<file path="src/rtl/brc_seq_if.sv">
// Request/result handshake bundle for the multi-cycle branch comparator.
// The slave modport is the comparator side and the master modport is the EX stage side.
interface brc_seq_if #(
  parameter int WIDTH = 32
);
  logic             i_valid;
  logic             o_ready;
  logic [WIDTH-1:0] i_rs1_data;
  logic [WIDTH-1:0] i_rs2_data;
  logic [2:0]       i_br_op;
  logic             i_flush;
  logic             o_valid;
  logic             i_ready;
  logic             o_br_less;
  logic             o_br_equal;
  logic             o_taken;
  logic             o_illegal;

  modport slave (
    input  i_valid, i_rs1_data, i_rs2_data, i_br_op, i_flush, i_ready,
    output o_ready, o_valid, o_br_less, o_br_equal, o_taken, o_illegal
  );

  modport master (
    output i_valid, i_rs1_data, i_rs2_data, i_br_op, i_flush, i_ready,
    input  o_ready, o_valid, o_br_less, o_br_equal, o_taken, o_illegal
  );
endinterface

</file>
<file path="src/rtl/brc_seq.sv">
// Multi-cycle branch comparator: walks the operands one CHUNK-bit slice per cycle,
// most significant slice first, and decodes the RISC-V branch funct3 into a taken flag.
module brc_seq #(
  parameter int WIDTH      = 32,
  parameter int CHUNK      = 8,
  parameter int EARLY_EXIT = 1
) (
  input  logic      i_clk,
  input  logic      i_rst_n,
  brc_seq_if.slave  bus
);
  localparam int NCHUNK = WIDTH / CHUNK;
  localparam int IW     = (NCHUNK > 1) ? $clog2(NCHUNK) : 1;
  localparam logic [IW-1:0] IDX_TOP = IW'(NCHUNK - 1);

  typedef enum logic [1:0] {
    IDLE = 2'd0,
    BUSY = 2'd1,
    DONE = 2'd2
  } state_t;

  state_t           state_q;
  logic [IW-1:0]    idx_q;
  logic [WIDTH-1:0] a_q;
  logic [WIDTH-1:0] b_q;
  logic [2:0]       op_q;
  logic             less_q;
  logic             eq_q;
  logic             found_q;
  logic             ready_q;
  logic             valid_q;
  logic             br_less_q;
  logic             br_equal_q;
  logic             taken_q;
  logic             illegal_q;

  logic [CHUNK-1:0] a_sl_s;
  logic [CHUNK-1:0] b_sl_s;
  logic             less_d;
  logic             eq_d;
  logic             found_d;
  logic             fin_d;

  function automatic logic taken_f(input logic [2:0] op, input logic less, input logic eq);
    logic t;
    case (op)
      3'b000:         t = eq;
      3'b001:         t = !eq;
      3'b100, 3'b110: t = less;
      3'b101, 3'b111: t = !less;
      default:        t = 1'b0;
    endcase
    return t;
  endfunction

  // Slice compare; with EARLY_EXIT=0 only the first difference seen is kept.
  always_comb begin
    a_sl_s  = a_q[int'(idx_q)*CHUNK +: CHUNK];
    b_sl_s  = b_q[int'(idx_q)*CHUNK +: CHUNK];
    less_d  = less_q;
    eq_d    = eq_q;
    found_d = found_q;
    if (!found_q && (a_sl_s > b_sl_s)) begin
      less_d  = 1'b0;
      eq_d    = 1'b0;
      found_d = 1'b1;
    end else if (!found_q && (a_sl_s < b_sl_s)) begin
      less_d  = 1'b1;
      eq_d    = 1'b0;
      found_d = 1'b1;
    end else if (!found_q && (idx_q == {IW{1'b0}})) begin
      less_d  = 1'b0;
      eq_d    = 1'b1;
    end else begin
      found_d = found_q;
    end
    if (idx_q == {IW{1'b0}}) begin
      fin_d = 1'b1;
    end else if (EARLY_EXIT != 0) begin
      fin_d = (a_sl_s != b_sl_s);
    end else begin
      fin_d = 1'b0;
    end
  end

  // Control FSM with registered handshake and result outputs.
  always_ff @(posedge i_clk or negedge i_rst_n) begin
    if (!i_rst_n) begin
      state_q    <= IDLE;
      idx_q      <= IDX_TOP;
      a_q        <= {WIDTH{1'b0}};
      b_q        <= {WIDTH{1'b0}};
      op_q       <= 3'b000;
      less_q     <= 1'b0;
      eq_q       <= 1'b0;
      found_q    <= 1'b0;
      ready_q    <= 1'b1;
      valid_q    <= 1'b0;
      br_less_q  <= 1'b0;
      br_equal_q <= 1'b0;
      taken_q    <= 1'b0;
      illegal_q  <= 1'b0;
    end else if (bus.i_flush) begin
      state_q <= IDLE;
      ready_q <= 1'b1;
      valid_q <= 1'b0;
      found_q <= 1'b0;
    end else begin
      case (state_q)
        IDLE: begin
          if (bus.i_valid && ready_q) begin
            // Flipping the sign bit maps two's complement order onto unsigned order.
            a_q     <= bus.i_rs1_data ^ {!bus.i_br_op[1], {(WIDTH-1){1'b0}}};
            b_q     <= bus.i_rs2_data ^ {!bus.i_br_op[1], {(WIDTH-1){1'b0}}};
            op_q    <= bus.i_br_op;
            idx_q   <= IDX_TOP;
            found_q <= 1'b0;
            ready_q <= 1'b0;
            state_q <= BUSY;
          end else begin
            ready_q <= 1'b1;
          end
        end
        BUSY: begin
          less_q  <= less_d;
          eq_q    <= eq_d;
          found_q <= found_d;
          if (fin_d) begin
            state_q    <= DONE;
            valid_q    <= 1'b1;
            br_less_q  <= less_d;
            br_equal_q <= eq_d;
            taken_q    <= taken_f(op_q, less_d, eq_d);
            illegal_q  <= (op_q[2:1] == 2'b01);
          end else begin
            idx_q <= idx_q - IW'(1);
          end
        end
        DONE: begin
          if (bus.i_ready) begin
            state_q <= IDLE;
            valid_q <= 1'b0;
            ready_q <= 1'b1;
          end else begin
            valid_q <= 1'b1;
          end
        end
        default: begin
          state_q <= IDLE;
          valid_q <= 1'b0;
          ready_q <= 1'b1;
        end
      endcase
    end
  end

  assign bus.o_ready    = ready_q;
  assign bus.o_valid    = valid_q;
  assign bus.o_br_less  = br_less_q;
  assign bus.o_br_equal = br_equal_q;
  assign bus.o_taken    = taken_q;
  assign bus.o_illegal  = illegal_q;
endmodule
</file>
<file path="src/flat_wrapper.sv">
// flat-port wrapper written by rule: the top's interface ports become plain ports
module brc_seq_flat 
#(
  parameter int WIDTH      = 32,
  parameter int CHUNK      = 8,
  parameter int EARLY_EXIT = 1
)
  (i_clk, i_rst_n, bus_i_valid, bus_i_rs1_data, bus_i_rs2_data, bus_i_br_op, bus_i_flush, bus_i_ready, bus_o_ready, bus_o_valid, bus_o_br_less, bus_o_br_equal, bus_o_taken, bus_o_illegal);
  brc_seq_if #(.WIDTH(WIDTH)) bus_i ();
  input  logic i_clk;
  input  logic i_rst_n;
  input wire logic [$bits(bus_i.i_valid)-1:0] bus_i_valid;
  input wire logic [$bits(bus_i.i_rs1_data)-1:0] bus_i_rs1_data;
  input wire logic [$bits(bus_i.i_rs2_data)-1:0] bus_i_rs2_data;
  input wire logic [$bits(bus_i.i_br_op)-1:0] bus_i_br_op;
  input wire logic [$bits(bus_i.i_flush)-1:0] bus_i_flush;
  input wire logic [$bits(bus_i.i_ready)-1:0] bus_i_ready;
  output wire logic [$bits(bus_i.o_ready)-1:0] bus_o_ready;
  output wire logic [$bits(bus_i.o_valid)-1:0] bus_o_valid;
  output wire logic [$bits(bus_i.o_br_less)-1:0] bus_o_br_less;
  output wire logic [$bits(bus_i.o_br_equal)-1:0] bus_o_br_equal;
  output wire logic [$bits(bus_i.o_taken)-1:0] bus_o_taken;
  output wire logic [$bits(bus_i.o_illegal)-1:0] bus_o_illegal;
  assign bus_i.i_valid = bus_i_valid;
  assign bus_i.i_rs1_data = bus_i_rs1_data;
  assign bus_i.i_rs2_data = bus_i_rs2_data;
  assign bus_i.i_br_op = bus_i_br_op;
  assign bus_i.i_flush = bus_i_flush;
  assign bus_i.i_ready = bus_i_ready;
  assign bus_o_ready = bus_i.o_ready;
  assign bus_o_valid = bus_i.o_valid;
  assign bus_o_br_less = bus_i.o_br_less;
  assign bus_o_br_equal = bus_i.o_br_equal;
  assign bus_o_taken = bus_i.o_taken;
  assign bus_o_illegal = bus_i.o_illegal;
  brc_seq #(.WIDTH(WIDTH), .CHUNK(CHUNK), .EARLY_EXIT(EARLY_EXIT)) u_core (.i_clk(i_clk), .i_rst_n(i_rst_n), .bus(bus_i));
endmodule
</file>
<file path="config.mk">
export PLATFORM = sky130hd
export DESIGN_NAME = brc_seq_flat
export DESIGN_NICKNAME = d
export VERILOG_FILES = /design/src/rtl/brc_seq_if.sv /design/src/rtl/brc_seq.sv /design/src/flat_wrapper.sv
export SDC_FILE = /design/constraint.sdc
export NUM_CORES = 1
export LEC_CHECK = 0
export ABC_AREA = 1
export BUFFER_PORTS_ARGS = -buffer_cell sky130_fd_sc_hd__buf_2
export CAP_MARGIN = 20
export CORE_MARGIN = 2
export CORE_UTILIZATION = 40
export DETAILED_ROUTE_END_ITERATION = 16
export PLACE_DENSITY = 0.64
export SETUP_SLACK_MARGIN = 0.15
export SYNTH_ARGS = -nofsm -noshare
export SYNTH_HDL_FRONTEND = slang
export SYNTH_SLANG_ARGS = --single-unit
</file>
<file path="constraint.sdc">
create_clock -name i_clk -period 3.35 [get_ports i_clk]
set_input_delay 0.5025 -clock i_clk [delete_from_list [all_inputs] [get_ports i_clk]]
set_output_delay 0.5025 -clock i_clk [all_outputs]
set_load 0.02 [all_outputs]
</file>
Yosys cells after proc, flatten, opt, wreduce, memory -nomap -nowiden
Index checks and enable logic that the tools add are counted.
{"block": "op_classes", "n_addsub": 1, "order_cmp": 2, "n_eq_ne": 17, "n_shift": 2, "mux": 29, "bitwise_logic": 3, "n_reduce_logical": 23}
{"operator": "indexed part select 32 x 6 -> 8 bit", "n": 2}
{"operator": "XOR 32 bit", "n": 2}
{"operator": "2-to-1 mux 1 bit", "n": 17}
{"operator": "equality test 3 bit (second input constant)", "n": 4}
{"operator": "2-to-1 mux 2 bit", "n": 6}
{"operator": "AND reduction 3 bit", "n": 4}
{"operator": "> comparator 8 bit", "n": 1}
{"operator": "< comparator 8 bit", "n": 1}
{"operator": "!= test 8 bit", "n": 1}
{"operator": "!= test 2 bit (second input constant)", "n": 3}
{"operator": "!= test 3 x 2 -> 1 bit (second input constant)", "n": 2}
{"operator": "case mux 1 bit (3 select lines)", "n": 2}
{"operator": "case mux 2 bit (3 select lines)", "n": 1}
{"operator": "AND reduction 2 bit", "n": 3}
{"operator": "equality test 2 x 1 -> 1 bit (second input constant)", "n": 2}
{"operator": "logical AND 1 bit", "n": 4}
{"operator": "logical NOT 1 bit", "n": 4}
{"operator": "logical NOT 2 bit", "n": 2}
{"operator": "!= test 4 x 2 -> 1 bit (second input constant)", "n": 1}
{"operator": "case mux 1 bit (4 select lines)", "n": 1}
{"operator": "case mux 2 bit (2 select lines)", "n": 1}
{"operator": "AND reduction 4 bit", "n": 1}
{"operator": "OR reduction 2 bit", "n": 2}
{"operator": "equality test 3 x 1 -> 1 bit (second input constant)", "n": 1}
{"operator": "other kinds (9)", "n": 9}
{"block": "word_totals", "register_bits": 80, "input_bits": 72, "output_inout_bits": 6, "wordCells": 91}

Logic depth before layout (Yosys ltp)
Gate-level depths: netlist of run 1.
{"block": "depth", "word_depth": 7, "depth_mapped": 19, "mapped_depth_nobuf": 17}

Least setup slack after synthesis of run 1
No wires, ideal clock.
{"block": "synth_timing", "path_kind": "reg2reg", "start": "register u_core.idx_q[0]", "end": "register u_core.found_q", "setup_ns": 0.123, "arrival_time_ns": 2.356, "t_required_ns": 3.227, "setup_slack_ns": 0.871, "stages_incl_launch_ff": 14, "n_path_buf": 2, "period_less_slack_ns": 2.479, "path_cell_list": "dfstp_2 -> clkbuf_1 -> inv_1 -> buf_1 -> o21ai_0 -> o22ai_1 -> ha_1 -> a21o_1 -> nor2_1 -> nand3_1 -> nand3_1 -> nand2_1 -> o21ai_0 -> nand2_1"}
{"block": "synth_between", "elab_chain_cells": 6, "elab_cells_between_ends": 11, "classes_between": "order compare (2); eq/ne (1); shift (2); mux (3); reduce/logical (3)"}
{"element": "from (decl)", "line": "brc_seq.sv:23", "rtl": "logic [IW-1:0] idx_q;"}
{"element": "from (signal assigned)", "line": "brc_seq.sv:136", "rtl": "idx_q <= idx_q - IW'(1);"}
{"element": "indexed part select 32 x 6 -> 8 bit, on equally long branches", "line": "brc_seq.sv:58, brc_seq.sv:59"}
{"element": "> comparator 8 bit", "line": "brc_seq.sv:63", "rtl": "if (!found_q && (a_sl_s > b_sl_s)) begin"}
{"element": "logical AND 1 bit", "line": "brc_seq.sv:63"}
{"element": "2-to-1 mux 1 bit", "line": "brc_seq.sv:63"}
{"element": "case mux 1 bit (2 select lines)", "line": "brc_seq.sv:109", "rtl": "case (state_q)"}
{"element": "2-to-1 mux 1 bit", "line": "brc_seq.sv:103", "rtl": "end else if (bus.i_flush) begin"}
{"element": "to (signal assigned)", "line": "brc_seq.sv:127", "rtl": "found_q <= found_d;"}
{"element": "to (decl)", "line": "brc_seq.sv:29", "rtl": "logic found_q;"}
Several ways; a longest one is shown, not always the timed one.
A chain may end at the register's enable or synchronous reset.

Final worst setup path of run 1
{"block": "layout_timing", "start": "register u_core.idx_q[0]", "end": "register u_core.br_less_q (netlist: u_core.bus.o_br_less)"}
{"block": "layout_between", "elab_chain_cells": 5, "elab_cells_between_ends": 14, "classes_between": "order compare (2); eq/ne (1); shift (2); mux (4); reduce/logical (5)"}
{"element": "indexed part select 32 x 6 -> 8 bit (tied with other cells)", "line": "brc_seq.sv:58", "rtl": "a_sl_s = a_q[int'(idx_q)*CHUNK +: CHUNK];"}
{"element": "< comparator 8 bit / logical AND 1 bit (equally long branches)", "line": "brc_seq.sv:67, brc_seq.sv:71"}
{"element": "logical AND 1 bit / 2-to-1 mux 1 bit (equally long branches)", "line": "brc_seq.sv:67, brc_seq.sv:71"}
{"element": "2-to-1 mux 1 bit", "line": "brc_seq.sv:67", "rtl": "end else if (!found_q && (a_sl_s < b_sl_s)) begin"}
{"element": "2-to-1 mux 1 bit", "line": "brc_seq.sv:63"}
{"element": "to (signal assigned)", "line": "brc_seq.sv:131", "rtl": "br_less_q <= less_d;"}
{"element": "to (decl)", "line": "brc_seq.sv:32", "rtl": "logic br_less_q;"}
Several ways; a longest one is shown, not always the timed one.

==> impl_metrics.ini, run 1 <==
[synth]
postSynthCellCount = 503
ys_types = 24
yosys.area.top_type = dfrtp_1
avgSynthCellArea_sq_um = 7.771
ys_seq_elements = 80
yosys_warnings = 0
syn-num-nets = 588
synth-seq-area-share = 0.5131
synth_top_area_frac = 0.4930
syn_area_sq_um = 3909
ys_top_cells_by_area = dfrtp_1 49%, nand2_1 24%, o21ai_0 4.2%, ha_1 4.2%, nor2_1 2.6%

[sta]
grt_setup_unrepaired = false
setup_viol = 0
setup_tns_ns = 0
relSlewSlack = 0.3138
fmaxAchievable_mhz = 363.1
fin_crit_sh = 0.8220
fin_hold_ws_ns = 0.09192
clock-skew-final_ns = 0.01067
drv_slew = 0
worst_slew_pin_slew_ns = 1.029
layout_min_cycle_time_ns = 2.754
finalHoldViolations = 0

[cts]
cts_tree = yes
clk_latency_ns = 0.35
clkTransAtPathRegs_ns = 0.08
ctsHoldBuffers = 0
clock-sinks = 80
cts_buffers = 9
cts_resized = 0
post_cts_buffers = 0
root_buffer = clkbuf_8
cts_buffer_depth = 2
ctsHtreeMaxLevel = 3

[placed_design]
post-dp-hpwl_um = 6566
gp_congestion = 0.8457
port_buffers = 77
placed_cell_area_sq_um = 4390

[routing]
wl_per_cell_um = 12.87
num_vias = 3379
drt-initial-drc-count = 157
wirelength_um = 9135
drc = 0
drtPass1Iterations = 4
ant_nets = 0
routed_via_density = 4.759

[global_route]
antenna_found_initial = 0
grt_max_degree = 81
grt_pass1_wl_um = 15350
grt_use_total = 0.1884
grt_pass1_vias = 3430
grt_remaining_overflow = 0

[worst_setup_path]
reg2regPathDepth = 15
path_max_fanout = 15
end_kind = flop
critPathArrivalTime_ns = 2.98
critPathRequiredTime_ns = 3.58
start_kind = flop
critical_path_class = reg2reg

[floorplan]
initial_core_util = 0.4055
row_count = 36
chipWidth_um = 102.9
die_h_um = 102.9
die_area_sq_um = 10580
core_sq_um = 9639
ios = 78

[finish]
diodes = 0
nFillCells = 992
final_nets = 657
multi_input_area_sq_um = 1710
design_area_sq_um = 4642
regArea_sq_um = 2006
syn_to_final_growth_pct = 18.76
fin_util = 0.4816
drive_gt1_frac = 0.1820

[outcome]
status = finished clean

[run]
maxCapViolations = 0

[power]
powerDensity_nw_per_um2 = 950.8
ir_drop_mv = 0.3583
p_leak_nw = 2.481

[worst_hold_path]
holdCritPathClass = in2async
[kinds of logic after synthesis]
kind of cell,synth area share
AND/OR/NAND/NOR,0.2910
adder cells (fa/ha/maj),0.04161
buffers and inverters,0.04929
flip-flops,0.5131
AO/OA/AOI/OAI,0.1005
XOR/XNOR,0.004482
[report_power, final]
part           switching [mW]  internal [mW]
Combinational            1.18          0.728
Clock                   0.342          0.462
Sequential              0.285           1.42
[final cells by class]
type                    count  share of cell area
multi-input cells         376              0.3685
inverters                  22             0.01779
well taps                 133             0.03585
repair buffers             83             0.09596
clock inverters             4             0.01644
clock buffers              12             0.03342
flip-flops and latches     80              0.4321
[worst max-delay path: stages (launching register included)]
cell     delay [ns]
dfstp_2        0.37
inv_1          0.27
buf_4          0.26
buf_4          0.16
nand2_1        0.05
a32o_1         0.22
ha_1           0.27
nand2_1        0.07
nor2_1         0.14
nand2_1        0.08
nor2_1         0.25
inv_1          0.07
nand2_1        0.14
inv_1          0.10
nor2_1         0.11
a31oi_1        0.05
[stage by stage]
| step | instances | total power [mW] | setup slack, ns |
|---|---|---|---|
| floorplan | 503 | 3.097 | 0.8712 |
| global placement | 693 | 3.576 | 0.7196 |
| detailed placement | 693 | 3.637 | 0.6264 |
| CTS | 709 | 4.460 | 0.5959 |
| global route | 710 | 4.879 | 0.3046 |
| finish | 710 | 4.413 | 0.5962 |
[sequential cells by signal, indices dropped and copies added (netlist names)]
name	flops
u_core.bus.o_ready	1
u_core.b_q	32
u_core.bus.o_valid	1
u_core.bus.o_br_equal	1
u_core.bus.o_br_less	1
u_core.eq_q	1
u_core.a_q	32
u_core.bus.o_illegal	1
u_core.state_q	2
u_core.op_q	3
u_core.bus.o_taken	1
u_core.less_q	1
u_core.found_q	1
u_core.idx_q	2
[layout by cell type, fill, tap and decap left out, types with 2 or more instances in the layout]
cell type  count
nand2_1      252
dfrtp_1       77
buf_2         76
o21ai_0       33
nor2_1        27
inv_1         20
a21oi_1       14
ha_1          13
clkbuf_8      11
o22ai_1        9
a32o_1         7
nand3_1        7
buf_4          6
nor3_1         4
dfstp_2        3
inv_2          2
a21o_1         2
nand4_1        2
bufinv_16      2
[synthesized netlist by cell type]
library cell and instances:
clkbuf_1 11, nor3_1 4, a31oi_1 1, a32o_1 7
nand4_1 2, o22ai_1 9, inv_2 2, o311a_1 1
xor2_1 1, ha_1 13, a21oi_1 14, a21o_1 2
xnor2_1 1, nor2_2 1, nor2_1 27, dfstp_2 3
nand2_1 252, buf_1 1, nor3_4 1, o21ai_0 33
buf_2 13, nand3_1 7, dfrtp_1 77, inv_1 20
[layer usage]
layer / track usage / share of wire / wire length [um] / up-vias
met2: 0.3057 / 0.46 / 4226 / 87
met3: 0.05492 / 0.056 / 509 / 18
li1: - / - / - / 1731
met5: 0 / 0 / 0 / -
met1: 0.2404 / 0.46 / 4200 / 1543
met4: 0.07085 / 0.022 / 198 / 0
[path summary, 6_finish.rpt]
path / start / to / slack, ns
hold / removal: i_rst_n / u_core.b_q[6]$_DFFE_PN0P_ / 0.09
setup / recovery: u_core.idx_q[0]$_DFFE_PN1P_ / u_core.bus.o_br_less$_DFFE_PN0P_ / 0.60
setup reg to reg: u_core.idx_q[0]$_DFFE_PN1P_ / u_core.bus.o_br_less$_DFFE_PN0P_ / 0.60
hold reg to reg: u_core.a_q[8]$_DFFE_PN0P_ / u_core.a_q[8]$_DFFE_PN0P_ / 0.48
max in group asynchronous: i_rst_n / u_core.bus.o_ready$_DFFE_PN1P_ / 2.62
min in group i_clk: bus_i_rs1_data[12] / u_core.a_q[12]$_DFFE_PN0P_ / 0.34
Note: power is estimated with default switching activity, not from simulation.
==> inputs of run 2 (changes only) <==
==> constraint.sdc (replaced) <==
create_clock -name i_clk -period 2.6 [get_ports i_clk]
set_input_delay 0.39 -clock i_clk [delete_from_list [all_inputs] [get_ports i_clk]]
set_output_delay 0.39 -clock i_clk [all_outputs]
set_load 0.02 [all_outputs]
==> impl_metrics.ini, run 2 (synthesized netlist as in run 1, its figures left out) <==
[worst_setup_path]
critPathArrivalTime_ns = 2.63
path_max_fanout = 11
reg2reg_to = u_core.bus.o_taken$_DFFE_PN0P_
end_kind = flop
reg2regPathDepth = 16
start_kind = flop
r2r-start = u_core.idx_q[0]$_DFFE_PN1P_
critical_path_class = reg2reg
r2r_slack_ns = 0.22
critPathRequiredTime_ns = 2.85

[sta]
relSlewSlack = 0.3009
setup_slack_ns = 0.2215
fin_hold_ws_ns = 0.0002130
fin_crit_sh = 0.9148
finalHoldViolations = 0
worst_slew_pin_slew_ns = 1.049
setup_viol = 0
grt_setup_unrepaired = true
drv_slew = 0
clock-skew-final_ns = 0.01026
fmaxAchievable_mhz = 420.4
setup_tns_ns = 0
layout_min_cycle_time_ns = 2.379

[finish]
final_nets = 665
drive_gt1_frac = 0.2359
fin_util = 0.4958
diodes = 0
syn_to_final_growth_pct = 22.28
final_common_cell = nand2_1
reg_top3 = u_core.a_q: 32 flops, u_core.b_q: 32 flops, u_core.op_q: 3 flops
most-common-layout-cells = 247 x nand2_1, 77 x dfrtp_1, 76 x buf_2, 24 x o21ai_0, 21 x nor2_1

[global_route]
grt_max_degree = 81
use_met2 = 0.2856
met1_usage = 0.2675
antenna_found_initial = 0
grt_remaining_overflow = 0
grt_use_total = 0.1849
grt_pass1_vias = 3214
grt_pass1_wl_um = 15080
top_usage_layer = met2
use_met3 = 0.03593

[floorplan]
initial_core_util = 0.4055
chipWidth_um = 102.9
row_count = 36
core_sq_um = 9639
die_h_um = 102.9
ios = 78
die_area_sq_um = 10580

[cts]
root_buffer = clkbuf_8
ctsHtreeMaxLevel = 3
cts_buffers = 9
clkTransAtPathRegs_ns = 0.09
cts_buffer_depth = 2
ctsHoldBuffers = 0
cts_tree = yes
clk_latency_ns = 0.35
clock-sinks = 80

[power]
ir_drop_mv = 0.4536
powerDensity_nw_per_um2 = 1257
power_mw = 6.008
p_leak_nw = 2.517

[routing]
drt-initial-drc-count = 130
drc = 0
drtPass1Iterations = 4
num_vias = 3453
ant_nets = 0
wl_per_cell_um = 12.98
wirelength_um = 9323
routed_via_density = 4.809

[placed_design]
port_buffers = 77
place_ws_ns = 0.07658
post-dp-hpwl_um = 6599
gp_congestion = 0.8333

[outcome]
status = finished clean

[worst_hold_path]
holdCritPathClass = in2async

[run]
maxCapViolations = 0
## run 2: changes by cell type in the layout (fill, tap and decap cells not counted), sizes merged
| cell | before | now |
|---|---|---|
| clkbuf | 12 | 9 |
| clkinv | 1 | 2 |
| buf | 83 | 91 |
| clkinvlp | 1 | 3 |
| bufinv | 2 | 0 |
| inv | 22 | 24 |
## run 2: final cells by class
| type | count | area, sq um |
|---|---|---|
| Clock buffer | 9 | 123.9 |
| Clock inverter | 7 | 53.80 |
| Fill cell | 978 | 4860 |
| Inverter | 22 | 85.08 |
| Multi-Input combinational cell | 376 | 1813 |
| Sequential cell | 80 | 2006 |
| Tap cell | 133 | 166.4 |
| Timing Repair Buffer | 91 | 531.8 |
## run 2: worst max-delay path, stage by stage (launching register included)
cell	delay (ns)
dfstp_2	0.59
inv_2	0.05
buf_4	0.18
nor2_1	0.15
o22ai_2	0.13
ha_1	0.32
nand2_1	0.07
nor2_2	0.11
nand2_1	0.10
nand2_1	0.10
inv_1	0.08
nand2_4	0.07
nand3_2	0.08
nand2_1	0.08
nand3_1	0.07
nand2_1	0.06
nand2_1	0.04
## run 2: worst max-delay path by stage
stage	slack (ns)	startpoint	to	depth (start not counted)
5_1_grt	0.07	u_core.idx_q[0]$_DFFE_PN1P_	u_core.found_q$_DFFE_PN0P_	16
2_1_floorplan	0.19	u_core.idx_q[0]$_DFFE_PN1P_	u_core.found_q$_DFFE_PN0P_	13
3_3_place_gp	0.15	u_core.idx_q[0]$_DFFE_PN1P_	u_core.found_q$_DFFE_PN0P_	12
4_1_cts	0.15	u_core.idx_q[0]$_DFFE_PN1P_	u_core.found_q$_DFFE_PN0P_	13
6_report	0.22	u_core.idx_q[0]$_DFFE_PN1P_	u_core.bus.o_taken$_DFFE_PN0P_	16
3_5_place_dp	0.08	u_core.idx_q[0]$_DFFE_PN1P_	u_core.found_q$_DFFE_PN0P_	12
## run 2: metrics by stage
stage	std cells	instance area [sq um]
2_1_floorplan	503	3913
3_3_place_gp	698	4428
3_5_place_dp	698	4428
4_1_cts	714	4617
5_1_grt	718	4780
6_report	718	4780
## run 2: power breakdown
part           internal [mW]  switching, mW
Sequential              1.83          0.372
Clock                  0.353          0.475
Combinational           1.21           1.78
Total                   3.38           2.63
## run 2: what timing repair did
item,CTS,global route
endpoints found under the hold margin,0,0
pin swaps,0,17
buffers inserted,0,3
endpoints found under the setup margin,2,12
gates resized for setup,2,46
## run 2: metal layers
metal,vias to the layer above,part of all wire
li1,1755,-
met1,1615,0.48
met2,76,0.47
met3,7,0.042
met4,0,0.011
met5,-,0
